<file path="src/rtl/mem_access_pkg.sv">
// Shared encodings for the MEM-stage data memory initiator: request sizes,
// FSM state codes and the fixed word-mode size_control value.
package mem_access_pkg;

    localparam logic [1:0] BYTE = 2'b01;
    localparam logic [1:0] HALF = 2'b10;
    localparam logic [1:0] WORD = 2'b00;

    localparam logic [2:0] ST_IDLE      = 3'd0;
    localparam logic [2:0] ST_WR        = 3'd1;
    localparam logic [2:0] ST_RD        = 3'd2;
    localparam logic [2:0] ST_RD_DATA   = 3'd3;
    localparam logic [2:0] ST_RMW_RD    = 3'd4;
    localparam logic [2:0] ST_RMW_MERGE = 3'd5;
    localparam logic [2:0] ST_RMW_WR    = 3'd6;
    localparam logic [2:0] ST_ERR       = 3'd7;

    typedef enum logic [2:0] {
        IDLE      = ST_IDLE,
        WR        = ST_WR,
        RD        = ST_RD,
        RD_DATA   = ST_RD_DATA,
        RMW_RD    = ST_RMW_RD,
        RMW_MERGE = ST_RMW_MERGE,
        RMW_WR    = ST_RMW_WR,
        ERR       = ST_ERR
    } state_t;

    localparam logic [5:0] WORD_MODE = 6'b000000;

    // Encodings 00 and 11 both mean a full word, so anything that is not a
    // byte or half must sit on a 4-byte boundary.
    function automatic logic is_misaligned(input logic [1:0] size, input logic [1:0] offset);
        if (size == BYTE)
            return 1'b0;
        else if (size == HALF)
            return offset[0];
        else
            return (offset != 2'b00);
    endfunction

endpackage

</file>
<file path="src/rtl/mem_access_unit_if.sv">
// Bundle of pipeline request/response and data_memory signals for mem_access_unit.
interface mem_access_unit_if #(
    parameter int ADDR_LENGTH = 32,
    parameter int DATA_LENGTH = 32
);
    logic                   i_req_valid;
    logic                   i_req_we;
    logic                   i_req_re;
    logic [ADDR_LENGTH-1:0] i_addr;
    logic [1:0]             i_size;
    logic                   i_unsigned;
    logic [DATA_LENGTH-1:0] i_wdata;
    logic                   o_busy;
    logic                   o_done;
    logic [DATA_LENGTH-1:0] o_rdata;
    logic                   o_misaligned;
    logic [ADDR_LENGTH-1:0] o_mem_addr;
    logic                   o_mem_we;
    logic                   o_mem_re;
    logic [5:0]             o_mem_size;
    logic [DATA_LENGTH-1:0] o_mem_wdata;
    logic [DATA_LENGTH-1:0] i_mem_rdata;

    modport slave (
        input  i_req_valid, i_req_we, i_req_re, i_addr, i_size, i_unsigned, i_wdata,
        input  i_mem_rdata,
        output o_busy, o_done, o_rdata, o_misaligned,
        output o_mem_addr, o_mem_we, o_mem_re, o_mem_size, o_mem_wdata
    );

    modport master (
        output i_req_valid, i_req_we, i_req_re, i_addr, i_size, i_unsigned, i_wdata,
        output i_mem_rdata,
        input  o_busy, o_done, o_rdata, o_misaligned,
        input  o_mem_addr, o_mem_we, o_mem_re, o_mem_size, o_mem_wdata
    );
endinterface

</file>
<file path="src/rtl/mem_access_unit_align.sv">
// Little-endian lane logic: extracts and extends load lanes, and merges store
// lanes into an existing word for read-modify-write.
module mem_lane_align
    import mem_access_pkg::*;
(
    input  logic [31:0] load_word,
    input  logic [31:0] old_word,
    input  logic [31:0] new_data,
    input  logic [1:0]  offset,
    input  logic [1:0]  size,
    input  logic        is_unsigned,
    output logic [31:0] load_value,
    output logic [31:0] merged_word
);

    logic [7:0]  byte_lane;
    logic [15:0] half_lane;
    logic        fill;

    always_comb begin
        byte_lane = 8'h00;
        half_lane = offset[1] ? load_word[31:16] : load_word[15:0];
        case (offset)
            2'd0:    byte_lane = load_word[7:0];
            2'd1:    byte_lane = load_word[15:8];
            2'd2:    byte_lane = load_word[23:16];
            default: byte_lane = load_word[31:24];
        endcase

        fill       = 1'b0;
        load_value = load_word;
        if (size == BYTE) begin
            fill       = ~is_unsigned & byte_lane[7];
            load_value = {{24{fill}}, byte_lane};
        end else if (size == HALF) begin
            fill       = ~is_unsigned & half_lane[15];
            load_value = {{16{fill}}, half_lane};
        end
    end

    // Only the addressed lane is replaced; word-size stores never come through here.
    always_comb begin
        merged_word = old_word;
        if (size == BYTE) begin
            case (offset)
                2'd0:    merged_word[7:0]   = new_data[7:0];
                2'd1:    merged_word[15:8]  = new_data[7:0];
                2'd2:    merged_word[23:16] = new_data[7:0];
                default: merged_word[31:24] = new_data[7:0];
            endcase
        end else if (size == HALF) begin
            if (offset[1])
                merged_word[31:16] = new_data[15:0];
            else
                merged_word[15:0]  = new_data[15:0];
        end
    end

endmodule

</file>
<file path="src/rtl/mem_access_unit.sv">
// MEM-stage initiator: turns byte-addressed load/store requests into word-only
// data_memory accesses, with lane extension on loads and RMW for subword stores.
module mem_access_unit
    import mem_access_pkg::*;
#(
    parameter int ADDR_LENGTH = 32,
    parameter int DATA_LENGTH = 32,
    parameter int MEM_SIZE    = 1024
) (
    input logic              i_clk,
    input logic              i_rst,
    mem_access_unit_if.slave bus
);

    // MEM_SIZE only matters to data_memory; an empty memory is not a usable build.
    if (MEM_SIZE < 1) begin : g_mem_size_guard
    end

    state_t                 state;
    logic [ADDR_LENGTH-1:0] addr;
    logic [1:0]             size;
    logic                   is_unsigned;
    logic [DATA_LENGTH-1:0] wdata;
    logic                   done;
    logic                   misaligned;
    logic [DATA_LENGTH-1:0] rdata;
    logic [ADDR_LENGTH-1:0] mem_addr;
    logic                   mem_we;
    logic                   mem_re;
    logic [DATA_LENGTH-1:0] mem_wdata;
    logic [DATA_LENGTH-1:0] load_value;
    logic [DATA_LENGTH-1:0] merged_word;
    logic                   accept;
    logic                   subword;

    assign accept  = (state == IDLE) && bus.i_req_valid && (bus.i_req_we || bus.i_req_re);
    assign subword = (bus.i_size == BYTE) || (bus.i_size == HALF);

    mem_lane_align u_align (
        .load_word   (bus.i_mem_rdata),
        .old_word    (bus.i_mem_rdata),
        .new_data    (wdata),
        .offset      (addr[1:0]),
        .size        (size),
        .is_unsigned (is_unsigned),
        .load_value  (load_value),
        .merged_word (merged_word)
    );

    always_ff @(posedge i_clk) begin
        if (i_rst) begin
            state       <= IDLE;
            addr        <= '0;
            size        <= WORD;
            is_unsigned <= 1'b0;
            wdata       <= '0;
            done        <= 1'b0;
            misaligned  <= 1'b0;
            rdata       <= '0;
            mem_addr    <= '0;
            mem_we      <= 1'b0;
            mem_re      <= 1'b0;
            mem_wdata   <= '0;
        end else begin
            done       <= 1'b0;
            misaligned <= 1'b0;
            mem_we     <= 1'b0;
            mem_re     <= 1'b0;
            case (state)
                IDLE: begin
                    // Decisions here use the live request; the latched copy serves later states.
                    if (accept) begin
                        addr        <= bus.i_addr;
                        size        <= bus.i_size;
                        is_unsigned <= bus.i_unsigned;
                        wdata       <= bus.i_wdata;
                        mem_addr    <= bus.i_addr >> 2;
                        if (is_misaligned(bus.i_size, bus.i_addr[1:0])) begin
                            state      <= ERR;
                            done       <= 1'b1;
                            misaligned <= 1'b1;
                        end else if (bus.i_req_we && subword) begin
                            state  <= RMW_RD;
                            mem_re <= 1'b1;
                        end else if (bus.i_req_we) begin
                            state     <= WR;
                            mem_we    <= 1'b1;
                            mem_wdata <= bus.i_wdata;
                        end else begin
                            state  <= RD;
                            mem_re <= 1'b1;
                        end
                    end
                end
                WR: begin
                    state <= IDLE;
                    done  <= 1'b1;
                end
                RD:
                    state <= RD_DATA;
                RD_DATA: begin
                    rdata <= load_value;
                    done  <= 1'b1;
                    state <= IDLE;
                end
                RMW_RD:
                    state <= RMW_MERGE;
                RMW_MERGE: begin
                    mem_wdata <= merged_word;
                    mem_we    <= 1'b1;
                    state     <= RMW_WR;
                end
                RMW_WR: begin
                    done  <= 1'b1;
                    state <= IDLE;
                end
                ERR:
                    state <= IDLE;
                default:
                    state <= IDLE;
            endcase
        end
    end

    assign bus.o_busy       = (state != IDLE);
    assign bus.o_done       = done;
    assign bus.o_misaligned = misaligned;
    assign bus.o_rdata      = rdata;
    assign bus.o_mem_addr   = mem_addr;
    assign bus.o_mem_we     = mem_we;
    assign bus.o_mem_re     = mem_re;
    assign bus.o_mem_size   = WORD_MODE;
    assign bus.o_mem_wdata  = mem_wdata;

endmodule

</file>
<file path="src/flat_wrapper.sv">
// flat-port wrapper written by rule: the top's interface ports become plain ports
module mem_access_unit_flat import mem_access_pkg::*;
#(
    parameter int ADDR_LENGTH = 32,
    parameter int DATA_LENGTH = 32,
    parameter int MEM_SIZE    = 1024
)
  (i_clk, i_rst, bus_i_req_valid, bus_i_req_we, bus_i_req_re, bus_i_addr, bus_i_size, bus_i_unsigned, bus_i_wdata, bus_i_mem_rdata, bus_o_busy, bus_o_done, bus_o_rdata, bus_o_misaligned, bus_o_mem_addr, bus_o_mem_we, bus_o_mem_re, bus_o_mem_size, bus_o_mem_wdata);
  mem_access_unit_if #(.ADDR_LENGTH(ADDR_LENGTH), .DATA_LENGTH(DATA_LENGTH)) bus_i ();
  input logic i_clk;
  input logic i_rst;
  input wire logic [$bits(bus_i.i_req_valid)-1:0] bus_i_req_valid;
  input wire logic [$bits(bus_i.i_req_we)-1:0] bus_i_req_we;
  input wire logic [$bits(bus_i.i_req_re)-1:0] bus_i_req_re;
  input wire logic [$bits(bus_i.i_addr)-1:0] bus_i_addr;
  input wire logic [$bits(bus_i.i_size)-1:0] bus_i_size;
  input wire logic [$bits(bus_i.i_unsigned)-1:0] bus_i_unsigned;
  input wire logic [$bits(bus_i.i_wdata)-1:0] bus_i_wdata;
  input wire logic [$bits(bus_i.i_mem_rdata)-1:0] bus_i_mem_rdata;
  output wire logic [$bits(bus_i.o_busy)-1:0] bus_o_busy;
  output wire logic [$bits(bus_i.o_done)-1:0] bus_o_done;
  output wire logic [$bits(bus_i.o_rdata)-1:0] bus_o_rdata;
  output wire logic [$bits(bus_i.o_misaligned)-1:0] bus_o_misaligned;
  output wire logic [$bits(bus_i.o_mem_addr)-1:0] bus_o_mem_addr;
  output wire logic [$bits(bus_i.o_mem_we)-1:0] bus_o_mem_we;
  output wire logic [$bits(bus_i.o_mem_re)-1:0] bus_o_mem_re;
  output wire logic [$bits(bus_i.o_mem_size)-1:0] bus_o_mem_size;
  output wire logic [$bits(bus_i.o_mem_wdata)-1:0] bus_o_mem_wdata;
  assign bus_i.i_req_valid = bus_i_req_valid;
  assign bus_i.i_req_we = bus_i_req_we;
  assign bus_i.i_req_re = bus_i_req_re;
  assign bus_i.i_addr = bus_i_addr;
  assign bus_i.i_size = bus_i_size;
  assign bus_i.i_unsigned = bus_i_unsigned;
  assign bus_i.i_wdata = bus_i_wdata;
  assign bus_i.i_mem_rdata = bus_i_mem_rdata;
  assign bus_o_busy = bus_i.o_busy;
  assign bus_o_done = bus_i.o_done;
  assign bus_o_rdata = bus_i.o_rdata;
  assign bus_o_misaligned = bus_i.o_misaligned;
  assign bus_o_mem_addr = bus_i.o_mem_addr;
  assign bus_o_mem_we = bus_i.o_mem_we;
  assign bus_o_mem_re = bus_i.o_mem_re;
  assign bus_o_mem_size = bus_i.o_mem_size;
  assign bus_o_mem_wdata = bus_i.o_mem_wdata;
  mem_access_unit #(.ADDR_LENGTH(ADDR_LENGTH), .DATA_LENGTH(DATA_LENGTH), .MEM_SIZE(MEM_SIZE)) u_core (.i_clk(i_clk), .i_rst(i_rst), .bus(bus_i));
endmodule
</file>
<file path="config.mk">
export PLATFORM = sky130hd
export DESIGN_NAME = mem_access_unit_flat
export DESIGN_NICKNAME = d
export VERILOG_FILES = /design/src/rtl/mem_access_pkg.sv /design/src/rtl/mem_access_unit_if.sv /design/src/rtl/mem_access_unit_align.sv /design/src/rtl/mem_access_unit.sv /design/src/flat_wrapper.sv
export SDC_FILE = /design/constraint.sdc
export NUM_CORES = 1
export LEC_CHECK = 0
export ABC_AREA = 1
export ABC_CLOCK_PERIOD_IN_PS = 4200
export CORE_ASPECT_RATIO = 1.25
export CORE_MARGIN = 2
export CORE_UTILIZATION = 46
export CTS_CLUSTER_DIAMETER = 120
export DETAILED_ROUTE_END_ITERATION = 8
export PLACE_DENSITY_LB_ADDON = 0.15
export SLEW_MARGIN = 20
export SYNTH_ARGS = -nofsm -noshare
export SYNTH_HDL_FRONTEND = slang
export SYNTH_SLANG_ARGS = --single-unit
export TNS_END_PERCENT = 50
</file>
<file path="constraint.sdc">
create_clock -name i_clk -period 4.2 [get_ports i_clk]
set_input_delay 0.84 -clock i_clk [delete_from_list [all_inputs] [get_ports i_clk]]
set_output_delay 0.84 -clock i_clk [all_outputs]
set_load 0.005 [all_outputs]
</file>
==> summary.md <==
| Metric | Value |
|---|---|
| Status | completed |
| Final Max Slew Viols | 0 |
| Rows | 51 |
| Final Hold Vio Count | 0 |
| Setup TNS | 0 ns |
| # IOs | 211 |
| Critical-path top delay cell | clkdlybuf4s50_1 |
| Ys flop type | dfxtp_1 |
| CTS Buf Count | 17 |
| Worst-path fanout max | 33 |
| Simple-gate share of the synthesized area | 0.423 |
| Post-synth top area cell | dfxtp_1 |
| Post-Synth XOR/XNOR Area | 0 |
| Worst VDD drop | 0.292 mV |
| CTS tree | yes |
| Startpoint types | input pin |
| Clock Tree Buf Depth | 2 |
| Area grow syn2layout | 33.9% |
| Switching fraction of total power | 0.371 |
| Largest family of logic cells by synthesized area | simple AND/OR/NAND/NOR gates |
| Via count | 8025 |
| Avg Cell Area, Syn | 5.98 µm² |
| Detailed placement HPWL | 16100 µm |
| Routed wire length | 23200 µm |
| Post-synthesis cell type count | 28 |
| Post-Layout Cell Count | 1580 |
| Register bit total from synthesis | 122 |
| Arr. time, crit path | 3.10 ns |
| Combinational share of power | 0.367 |
| PwrDens | 486 mW/mm² |
| Number of synthesized flops with an enable pin | 0 |
| Worst rel slew slack | 0.357 |
| Max incr delay on CP | 0.44 ns |
| H-tree level count | 4 |
| Post-Syn Area | 0.00720 mm² |
| Yosys Warn Count | 0 |
| Seq/Total Area, Yosys | 0.339 |
| Clk_lat worst skew | 0.42 ns |
| Final setup violation count | 0 |
| Final Critical Period | 2.79 ns |
| Largest net degree at the start of global routing | 63 |
| Worst Path Required | 4.51 ns |
| Share of cells above drive strength 1 | 0.0490 |
| Drt first pass iters | 5 |
| Critical Path, Cell by Cell | clkdlybuf4s50_1, inv_1, ha_1, nor2_1, o21bai_1, nand2_2, nand2_4, inv_2, nor2_1, nor2_1 |
| Routed Antenna Nets | 0 |
| Min-Delay Path Class | reg2reg |
| Clock power share | 0.295 |
| Highest clock rate | 358 MHz |
| Clock Pin Slew Worst Setup and Hold Paths | 0.05 ns |
| Switch Pwr | 1.74 mW |
| Cell with the most instances after synthesis | nand2_1 |
| Sequential Power Share | 0.338 |
| GPL Wtd Cong | 0.929 |
| Family with the most delay on the worst path | simple AND/OR/NAND/NOR gates |
| Wire length per cell | 14.7 µm |
| Worst-Margin Slew | 0.965 ns |
| Chip height | 144 µm |
| Number of DRC markers in iteration 0 | 681 |
| Global-route wire length before repair | 36700 µm |
| CTS Root Cell | clkbuf_16 |
| PortBufs | 202 |
| RSZ-0062 raised after global routing | no |
| Internal | 2.95 mW |
| Total power draw | 4.69 mW |
| Endpoint class of the critical path | flop |
| Critical path type | in2reg |
| Post-CTS sizing | 0 |
| Nets | 1461 |
| Die Span X | 116 µm |
| Tcrit/Tclk final | 0.665 |
| Post-synthesis mux area share | 0 |
| Via/cell ratio | 5.08 |
| Clock skew | 0.00837 ns |
| GR Overflow Total | 0 |
| Vias in the first global route | 7216 |
| Synth Area in Adders | 0.00348 |
| GRT Total Usage | 0.279 |
| Ys async rst share | 0 |
| Bufs and invs on worst path | 3 |
| Static Leak | 4.67 nW |
| Initial Util | 0.466 |
| Drc violations | 0 |
| Post-CTS Setup Repair Bufs | 0 |
| Top cells by area, synth | dfxtp_1 34%, nand2_1 17%, nor2_1 12% |
| Initial antenna violation count | 0 |
| Compound-Gate Fraction of Synth Area | 0.0970 |
| Full die area | 0.0167 mm² |
| CTS Hold Buffers Added | 0 |
| Cells after Synth | 1204 |
| Antenna cells | 0 |
| Clock sink count | 122 |
| Top-area cell type share of the netlist area | 0.339 |
| Most frequent cells after synthesis | 317 x nand2_1, 232 x nor2_1, 146 x nand3_1 |
| Cell Count Post-Placement | 1548 |
| Core area | 0.0154 mm² |
| MaxCap Viol Count | 0 |
| Most frequent cell on the critical path | nor2_1 |
-- final timing paths --
kind,startpoint,endpoint,slack [ns],cells past startpoint
hold reg to reg,u_core.bus.o_mem_wdata[26],u_core.bus.o_mem_wdata[26],0.50,2
hold / removal,u_core.bus.o_mem_wdata[26],u_core.bus.o_mem_wdata[26],0.50,2
setup reg to reg,u_core.addr[1],u_core.bus.o_rdata[13],1.59,7
setup / recovery,bus_i_size[0],u_core.bus.o_mem_wdata[27],1.41,10
-- area by class of cell --
cell class | instances | area, µm²
clock buffer | 21 | 460
clock inverter | 11 | 96.3
fill | 1536 | 5800
inverter | 133 | 499
multi-input combinational | 871 | 3800
sequential | 122 | 2440
tap | 212 | 265
timing repair buffer | 210 | 2080
-- routing by layer --
metal / global-route usage / vias to the layer above / part of all wire
met5: 0 / - / 0
met4: 0.0977 / 0 / 0.026
met3: 0.0700 / 43 / 0.084
met2: 0.440 / 334 / 0.46
met1: 0.370 / 3608 / 0.43
li1: - / 4040 / -
-- logic make-up (layout without fill, tap and decap cells) --
logic type                 count (synthesis)  in the layout
DFF                                      122            122
adders and majority gates                  2              2
and+or+nand+nor                          726            726
other                                      1              8
buffers and inverters                    218            375
AOI/OAI and AO/OA                        135            135
-- through the flow --
step | setup slack, ns | instance area, µm² | hold slack (ns) | utilization
global route | 1.21 | 9640 | 0.534 | 0.624
floorplan | 2.17 | 7230 | 0.486 | -
CTS | 1.45 | 9640 | 0.510 | 0.624
finish | 1.41 | 9640 | 0.505 | 0.624
global placement | 1.06 | 9080 | 0.488 | 0.588
detailed placement | 1.02 | 9080 | 0.492 | 0.588
-- worst min-delay path, delay by kind of cell, from the launching register on --
family,cells,cell delay [ns]
AO/OA/AOI/OAI,1,0.07
AND/OR/NAND/NOR,1,0.08
flip-flops,1,0.32
-- layout by cell type, fill, tap and decap left out, types with 10 or more instances in the layout --
cell type        Yosys  final
inv_1              113    112
inv_2                9     10
nor2_1             232    232
clkbuf_16            0     17
clkdlybuf4s50_1      0    202
o21ai_0             63     63
nand2_1            317    317
dfxtp_1            122    122
clkinv_1            11     11
o21ai_1             39     39
a21oi_1             24     24
nand3_1            146    146
-- state kept, by name, indices dropped and copies added (netlist names), 2 cells and up --
register,flops
u_core.bus.o_mem_wdata,32
u_core.bus.o_rdata,32
u_core.bus.o_mem_addr,30
u_core.wdata,16
u_core.state,3
u_core.addr,2
u_core.size,2
-- power by group through the flow --
stage | combinational (mW) | clock (mW) | sequential [mW]
6_report | 1.72 | 1.38 | 1.58
3_3_place_gp | 1.69 | 0 | 1.59
2_1_floorplan | 1.10 | 0 | 1.55
5_1_grt | 1.94 | 1.45 | 1.61
4_1_cts | 1.72 | 1.40 | 1.58
3_5_place_dp | 1.71 | 0 | 1.59
Note: power is estimated with default switching activity, not from simulation.
==> variant: new RTL, same settings <==
`ADDR_LENGTH` is set to 32 in 3 places; all go to 64.
--- a/src/rtl/mem_access_unit_if.sv
+++ b/src/rtl/mem_access_unit_if.sv
@@ -1,6 +1,6 @@
 // Bundle of pipeline request/response and data_memory signals for mem_access_unit.
 interface mem_access_unit_if #(
-    parameter int ADDR_LENGTH = 32,
+    parameter int ADDR_LENGTH = 64,
     parameter int DATA_LENGTH = 32
 );
     logic                   i_req_valid;
--- a/src/rtl/mem_access_unit.sv
+++ b/src/rtl/mem_access_unit.sv
@@ -3,7 +3,7 @@
 module mem_access_unit
     import mem_access_pkg::*;
 #(
-    parameter int ADDR_LENGTH = 32,
+    parameter int ADDR_LENGTH = 64,
     parameter int DATA_LENGTH = 32,
     parameter int MEM_SIZE    = 1024
 ) (
--- a/src/flat_wrapper.sv
+++ b/src/flat_wrapper.sv
@@ -1,7 +1,7 @@
 // flat-port wrapper written by rule: the top's interface ports become plain ports
 module mem_access_unit_flat import mem_access_pkg::*;
 #(
-    parameter int ADDR_LENGTH = 32,
+    parameter int ADDR_LENGTH = 64,
     parameter int DATA_LENGTH = 32,
     parameter int MEM_SIZE    = 1024
 )
Ports: changed (resized bus_i_addr and bus_o_mem_addr); port bits go from 211 to 275. The function was not compared with the original's and may differ.
==> variant against the original RTL <==
Synthesized area grew 13%; clock skew about the same; clock power up 17%; cell count grew 13%; power increased by 21%; synthesized cell count up 12%; sequential cell count grew 32; highest routed layer unchanged; critical path depth down 1; routed wire length increased by 16%; sequential power is 27% higher; setup slack better by 170 ps; largest cell class unchanged; final area rose by 19%.
==> variant: results <==
metrics = {
    "run_status": {
        "status": "complete, no violations",
    },
    "detailed_routing": {
        "firstDrtPassIters": 6,
        "num_vias": 9162,
        "wl_mm": 26.91,
        "initialDrtViolationCount": 763,
    },
    "synthesis": {
        "synthTopCellsByCount": "nand2_1 (319), nor2_1 (299), dfxtp_1 (154), nand3_1 (147), inv_1 (129)",
        "synth_area_leaders": "dfxtp_1 (38%), nand2_1 (15%), nor2_1 (14%), nand3_1 (9.0%), o21ai_0 (7.7%)",
        "synth-async-reset-ratio_pct": 0,
        "synth_cell_type_count": 27,
        "synth_flop_cell": "dfxtp_1",
        "yosysSeqAreaShare_pct": 37.73,
    },
    "hold_path": {
        "min-delay-path-class": "reg2reg",
        "whs_path_depth": 2,
        "hold_path.startpoint": "u_core.bus.o_mem_addr[51]$_SDFFE_PP0P_",
    },
    "clock_network": {
        "cts_resized": 0,
        "clockBufferDepth": 2,
    },
    "critical_path": {
        "crit_fanout": 32,
        "reg2reg_to": "u_core.bus.o_mem_wdata[21]$_SDFFE_PP0P_",
        "arrival_ps": 2990,
        "reg2regPathDepth": 9,
        "cp-startpoint": "u_core.addr[1]$_SDFFE_PP0P_",
    },
    "layout": {
        "layout-drive-gt1-share_pct": 4.023,
        "nNetsFinal": 1691,
        "largest_reg_flops": 62,
    },
    "grt": {
        "first_global_vias": 8348,
        "antenna_found_initial": 1,
        "grt_max_degree": 86,
        "grt_usage_pct": 28.62,
        "grt_pass1_wl_mm": 42.93,
    },
    "placed_design": {
        "numPortBuffers": 266,
        "place_congestion": 0.9188,
        "dpl-instance-area_mm2": 0.01081,
        "dp_hpwl_mm": 19.18,
    },
    "pwr": {
        "cellLeakagePower_nw": 5.517,
        "vdd_drop_max_uv": 331.5,
    },
    "sta": {
        "worstMarginPinSlew_ps": 850.9,
        "clock_skew_ps": 8.755,
    },
}
variant: per-stage QoR:
stage | hold WS, ps | cells | setup slack (ps) | total power, W | util, %
after floorplan | 484.5 | 1350 | 2084 | 0.003163 | -
after global placement | 476.7 | 1758 | 1194 | 0.004054 | 62.01
after detailed placement | 486.9 | 1758 | 1149 | 0.004082 | 62.01
after CTS | 503.2 | 1790 | 1595 | 0.005722 | 65.55
after global routing | 548.3 | 1790 | 1394 | 0.006072 | 65.55
final | 500.5 | 1790 | 1576 | 0.005697 | 65.55
variant: kinds of logic (layout without fill, tap and decap cells):
kind of cell,count (synthesis),count (layout),synth area share (%)
flops,154,154,37.73
fa+ha+maj,2,2,0.3062
buf+inv,229,445,11.76
simple gates,790,790,39.66
compound gates,167,167,10.50
other cells,1,8,0.04589
variant: per-layer routing:
layer / share of wire, % / vias up / GRT usage [%]
li1: - / 4597 / -
met5: 0 / - / 0
met3: 10 / 75 / 10.07
met2: 47 / 412 / 46.05
met1: 39 / 4078 / 34.60
met4: 4.1 / 0 / 11.31
variant: area by class of cell:
type	instances	area, µm²
inverter	133	499.2
tap	224	280.3
clock buffer	20	456.7
clock inverter	12	161.4
sequential	154	3083
timing repair buffer	280	2793
fill	1625	6005
multi-input combinational	967	4154
variant: power breakdown:
group / switching [W] / leakage [nW] / internal, W
sequential: 0.000231 / 1.26 / 0.00176
combinational: 0.00116 / 3.95 / 0.000922
clock: 0.000643 / 0.305 / 0.000974
total: 0.00204 / 5.52 / 0.00366
variant: critical path, cell delays in order (launching register included):
cell and delay [ps]:
dfxtp_1 600, buf_4 410, inv_1 260, nor2_1 710, nand2_1 100, nand3_1 100
nand3_1 130, nand2_1 110, nor2_1 40, nor2_1 100
